$ cat config.mk
export PLATFORM = sky130hd
export DESIGN_NAME = regfile_writeback_arbiter
export DESIGN_NICKNAME = d
export VERILOG_FILES = /design/src/rtl/gpu_regfile_pkg.sv /design/src/rtl/rr_arbiter.sv /design/src/rtl/regfile_writeback_arbiter.sv
export SDC_FILE = /design/constraint.sdc
export NUM_CORES = 1
export LEC_CHECK = 0
export CORE_UTILIZATION = 38
export CTS_CLUSTER_DIAMETER = 50
export CTS_CLUSTER_SIZE = 14
export DETAILED_ROUTE_END_ITERATION = 6
export PLACE_DENSITY = 0.77
export SLEW_MARGIN = 20
export SYNTH_ARGS = -nofsm -noshare
export SYNTH_HDL_FRONTEND = slang
export SYNTH_SLANG_ARGS = --single-unit
export TNS_END_PERCENT = 50
$ cat constraint.sdc
create_clock -name clk -period 3.1 [get_ports clk]
set_input_delay 0.31 -clock clk [delete_from_list [all_inputs] [get_ports clk]]
set_output_delay 0.31 -clock clk [all_outputs]
set_load 0.01 [all_outputs]
$ cat src/rtl/gpu_regfile_pkg.sv
// Shared register-file types used by writeback and issue logic.
// Latency: n/a (types and constants only).
// Backpressure: n/a.
// Contents: REG_COUNT/REG_WIDTH/REG_ADDR_W, reg_addr_t, reg_data_t, wb_req_t.
package gpu_regfile_pkg;

  localparam int REG_COUNT  = 32;
  localparam int REG_WIDTH  = 32;
  localparam int REG_ADDR_W = $clog2(REG_COUNT);

  typedef logic [REG_ADDR_W-1:0] reg_addr_t;
  typedef logic [REG_WIDTH-1:0]  reg_data_t;

  typedef struct packed {
    reg_addr_t rd;
    reg_data_t value;
  } wb_req_t;

endpackage

$ cat src/rtl/rr_arbiter.sv
// Round-robin arbiter: one-hot grant among N requesters, search starts at pointer.
// Latency: grant is combinational; pointer advances on the granting edge.
// Backpressure: a requester without a grant simply waits; pointer holds when idle.
// Ports: clk, reset (async, active-high), req[N] in, grant[N] out (one-hot or zero).
module rr_arbiter #(
  parameter int N = 3
) (
  input  logic         clk,
  input  logic         reset,
  input  logic [N-1:0] req,
  output logic [N-1:0] grant
);

  localparam int PW = (N > 1) ? $clog2(N) : 1;

  logic [PW-1:0] ptr;
  logic [PW-1:0] ptr_next;
  logic          found;
  int            idx;

  // Walk the requesters starting at ptr; the first valid one wins and the
  // pointer moves just past it so it becomes lowest priority next time.
  always_comb begin
    grant    = '0;
    ptr_next = ptr;
    found    = 1'b0;
    idx      = 0;
    for (int k = 0; k < N; k++) begin
      idx = (int'(ptr) + k) % N;
      if (!found && req[idx]) begin
        found      = 1'b1;
        grant[idx] = 1'b1;
        ptr_next   = (idx == N - 1) ? '0 : PW'(idx + 1);
      end
    end
  end

  always_ff @(posedge clk or posedge reset) begin
    if (reset) ptr <= '0;
    else       ptr <= ptr_next;
  end

endmodule

$ cat src/rtl/regfile_writeback_arbiter.sv
// Shares the single register-file write port among NUM_REQ writeback sources
// (round-robin) and keeps a per-register busy scoreboard for issue stalls.
// Latency: 1 cycle grant-to-write; backpressure: un-granted requesters hold valid.
// Ports: req_valid/req_rd/req_value -> req_ready (one-hot grant);
//        rsv_valid/rsv_rd -> rsv_ready; busy[REG_COUNT]; rf_rd/rf_rd_value/rf_wr_en
//        are registered toward the register file write port.
module regfile_writeback_arbiter
  import gpu_regfile_pkg::*;
#(
  parameter int NUM_REQ = 3
) (
  input  logic                         clk,
  input  logic                         reset,
  input  logic      [NUM_REQ-1:0]      req_valid,
  input  reg_addr_t [NUM_REQ-1:0]      req_rd,
  input  reg_data_t [NUM_REQ-1:0]      req_value,
  output logic      [NUM_REQ-1:0]      req_ready,
  input  logic                         rsv_valid,
  input  reg_addr_t                    rsv_rd,
  output logic                         rsv_ready,
  output logic      [REG_COUNT-1:0]    busy,
  output reg_addr_t                    rf_rd,
  output reg_data_t                    rf_rd_value,
  output logic                         rf_wr_en
);

  wb_req_t                win;
  logic                   win_vld;
  logic [REG_COUNT-1:0]   busy_next;

  // Grant depends only on req_valid, never on the payload.
  rr_arbiter #(.N(NUM_REQ)) u_arb (
    .clk   (clk),
    .reset (reset),
    .req   (req_valid),
    .grant (req_ready)
  );

  // One-hot select of the winning payload.
  always_comb begin
    win     = '0;
    win_vld = |req_ready;
    for (int i = 0; i < NUM_REQ; i++) begin
      if (req_ready[i]) begin
        win.rd    = req_rd[i];
        win.value = req_value[i];
      end
    end
  end

  // A register can only be reserved when no write to it is outstanding;
  // r0 is never tracked because writes to it are discarded.
  assign rsv_ready = rsv_valid & ~busy[rsv_rd] & (rsv_rd != '0);

  // Clear from the granted write, then set from an accepted reservation.
  // The two never target the same busy register in one cycle because
  // rsv_ready is low while that register is busy.
  always_comb begin
    busy_next = busy;
    if (win_vld)   busy_next[win.rd] = 1'b0;
    if (rsv_ready) busy_next[rsv_rd] = 1'b1;
    busy_next[0] = 1'b0;
  end

  always_ff @(posedge clk or posedge reset) begin
    if (reset) begin
      busy        <= '0;
      rf_rd       <= '0;
      rf_rd_value <= '0;
      rf_wr_en    <= 1'b0;
    end else begin
      busy <= busy_next;
      if (win_vld) begin
        rf_rd       <= win.rd;
        rf_rd_value <= win.value;
        // A grant to r0 completes the handshake but writes nothing.
        rf_wr_en    <= (win.rd != '0);
      end else begin
        rf_wr_en    <= 1'b0;
      end
    end
  end

endmodule

==> results.json <==
{
  "status": "finished with violations",
  "violations": "negative setup slack",
  "drv_cap": 0,
  "h-tree-depth": 3,
  "critPathLaunchType": "flop",
  "die_area_sq_um": 11900,
  "synth_edf_count": 0,
  "crit_family": "buffers and inverters",
  "ctsLongestPathBuffers": 2,
  "grt_first_pass_wirelength_microns": 24800,
  "fin_nets": 828,
  "clk_latency_ps": 330,
  "die_h_microns": 109,
  "rsz0062_at_grt": "true",
  "area_growth_pct": 69.4,
  "antenna_cells": 0,
  "min_period_over_period_pct": 101,
  "synth_seq_cells": 71,
  "wl_per_cell_microns": 19.2,
  "hpwl_microns": 11800,
  "grt_usage_pct": 27.1,
  "place_ws_ps": -186,
  "powerDensity_nw_per_um2": 1400,
  "dr_total_vias": 4956,
  "slew-limit-headroom_pct": 55.3,
  "worst_pin_slew_ps": 669,
  "setup-tns-final_ps": -44.6,
  "hp-class": "in2async",
  "power.leakage_nw": 2.98,
  "path_class": "reg2reg",
  "drt_wl_total_microns": 16300,
  "critPathBufInv": 5,
  "drv_slew": 0,
  "start_util_pct": 39.6,
  "avgSynthCellArea_sq_um": 9.27,
  "ir_worst_vdd_v": 0.000701,
  "grt-ovfl-total": 0,
  "numPlacedInstances": 826,
  "layout-drive-gt1-share_pct": 19.9,
  "core_area_sq_um": 11000,
  "synth.yosys.seq_area_share_pct": 40.7,
  "antenna_found_initial": 0,
  "crit_fanout": 8,
  "clock_sinks": 71,
  "grt_start_max_net_pins": 43,
  "drc_errors": 0,
  "cts_root_buffer": "clkbuf_16",
  "num_rows": 38,
  "async_flop_share_pct": 100,
  "numCtsBuffers": 9,
  "ys_warn_count": 0,
  "endpoint_kind": "flop",
  "finClkSkew_ps": 5.10,
  "grt_pass1_vias": 4905,
  "synth_cell_type_count": 62,
  "fin_ws_ps": -25.6,
  "crit_required_ps": 3310,
  "drtPass1Iterations": 5,
  "finalHoldWorstSlack_ps": 426,
  "path_cells": "inv_1, buf_4, ha_1, buf_4, mux2_2, a22oi_1, o21a_1, buf_4, nor2_1, or4_4, buf_12, o41ai_2, o31ai_1",
  "synthesis.area_sq_um": 4370,
  "ant_nets": 0,
  "fill_cells": 868,
  "drt_iter0_drc": 418,
  "synth_nets": 597,
  "arrival_ps": 3330,
  "io_pins": 196,
  "vias_per_cell": 5.85,
  "final_cells": 847,
  "max_stage_delay_ps": 550,
  "gp_congestion": 0.872,
  "port_buffers": 194,
  "fin_crit_ps": 3130,
  "cts_tree": "done",
  "die_w_microns": 109,
  "syn_inst": 471,
  "synthFlopType": "dfrtp_1",
  "cpMaxStageDelayCell": "or4_4",
  "finalHoldViolations": 0,
  "fmax_ghz": 0.320,
  "path_common_cell": "buf_4",
  "setup_viol": 2,
  "cts.clk_slew.worst_paths_ps": 60
}
flip-flops by register name (all words and copies together) (netlist names):
signal       count
u_arb.ptr        2
busy            31
rf_rd            5
rf_wr_en         1
rf_rd_value     32
worst paths after layout:
| path | start | to | slack [ps] | cells after the start |
|---|---|---|---|---|
| max in group asynchronous | reset | rf_rd[3]$_DFFE_PP0N_ | 2000 | 3 |
| hold / removal | reset | rf_rd_value[31]$_DFFE_PP0N_ | 430 | 2 |
| hold reg to reg | rf_rd[3]$_DFFE_PP0N_ | rf_rd[3]$_DFFE_PP0N_ | 490 | 2 |
| setup reg to reg | u_arb.ptr[1]$_DFFE_PP0P_ | busy[27]$_DFF_PP0_ | -30 | 13 |
| min in group clk | rf_rd[3]$_DFFE_PP0N_ | rf_rd[3]$_DFFE_PP0N_ | 490 | 2 |
| setup / recovery | u_arb.ptr[1]$_DFFE_PP0P_ | busy[27]$_DFF_PP0_ | -30 | 13 |
through the flow:
step | instance area (sq um) | power (mW) | utilization, %
final | 7400 | 10.3 | 67.1
after global routing | 7400 | 11.0 | 67.1
after CTS | 7160 | 9.78 | 64.9
after detailed placement | 6830 | 8.64 | 61.9
after global placement | 6830 | 8.53 | 61.9
after floorplan | 4370 | 5.62 | -
synth_stat cells, drive strengths merged (2+ instances only):
master	count	area, sq um
dfrtp	71	1780
nand2	60	225
a21oi	58	298
nand3	41	205
a221o	32	320
o21ai	29	153
clkbuf	23	86.3
o41ai	22	253
buf	20	111
nor2	16	60.1
inv	11	41.3
mux4	7	158
nor3	6	35.0
mux2i	5	50.1
nand2b	5	31.3
a311oi	4	41.3
and2	4	25.0
ha	4	50.1
o21a	4	31.3
a211oi	3	22.5
a311o	3	30.0
nor2b	3	18.8
o2bb2ai	3	26.3
o31ai	3	22.5
or4	3	22.5
a2111oi	2	36.3
a211o	2	17.5
a22oi	2	15.0
mux2	2	22.5
nand3b	2	18.8
nor4	2	12.5
o22ai	2	12.5
or3	2	12.5
where the power goes:
group | total (mW) | switching, mW | internal (mW)
combinational | 7.62 | 3.97 | 3.65
sequential | 1.77 | 0.354 | 1.42
clock | 0.957 | 0.415 | 0.543
total | 10.3 | 4.74 | 5.60
placed cells by master, fill, tap and decap left out, types with 7 or more instances in the layout:
cell | netlist | final
clkdlybuf4s50_1 | 0 | 190
a21oi_1 | 56 | 55
nor2_1 | 16 | 15
nand3_1 | 41 | 41
buf_4 | 4 | 60
o41ai_2 | 8 | 15
a221o_1 | 32 | 32
dfrtp_1 | 71 | 71
clkbuf_16 | 0 | 9
nand2_1 | 60 | 60
o21ai_0 | 13 | 12
o21ai_1 | 14 | 14
mux4_2 | 7 | 7
layer usage:
metal	global-route usage, %	wire length, microns
met2	46.1	7880
met1	34.4	6620
met5	0	0
met3	6.04	1390
met4	7.90	369
cells by family (layout without fill, tap and decap cells):
kind of cell | Yosys count | in the layout | share of synthesized area (%)
mux | 14 | 14 | 5.27
fa+ha+maj | 4 | 4 | 1.15
compound gates | 179 | 180 | 31.2
flops | 71 | 71 | 40.7
other cells | 1 | 1 | 0.0859
simple gates | 148 | 148 | 16.1
buf+inv | 54 | 289 | 5.47
what timing repair did:
| action | in CTS | in global routing |
|---|---|---|
| resized for setup | 14 | 34 |
| hold buffers | 0 | 0 |
| pin swaps | 1 | 13 |
| setup endpoints to repair | 22 | 35 |
| gates cloned | 0 | 1 |
| setup buffers | 1 | 5 |
area by class of cell:
class	instances	area (sq um)	area share, %
clock buffers	9	225	3.04
clock inverters	7	48.8	0.660
inverters	11	46.3	0.626
multi-input cells	347	2590	35.0
flip-flops and latches	71	1780	24.0
well taps	140	175	2.37
repair buffers	262	2540	34.3
Power figures use the tool's default switching activity.
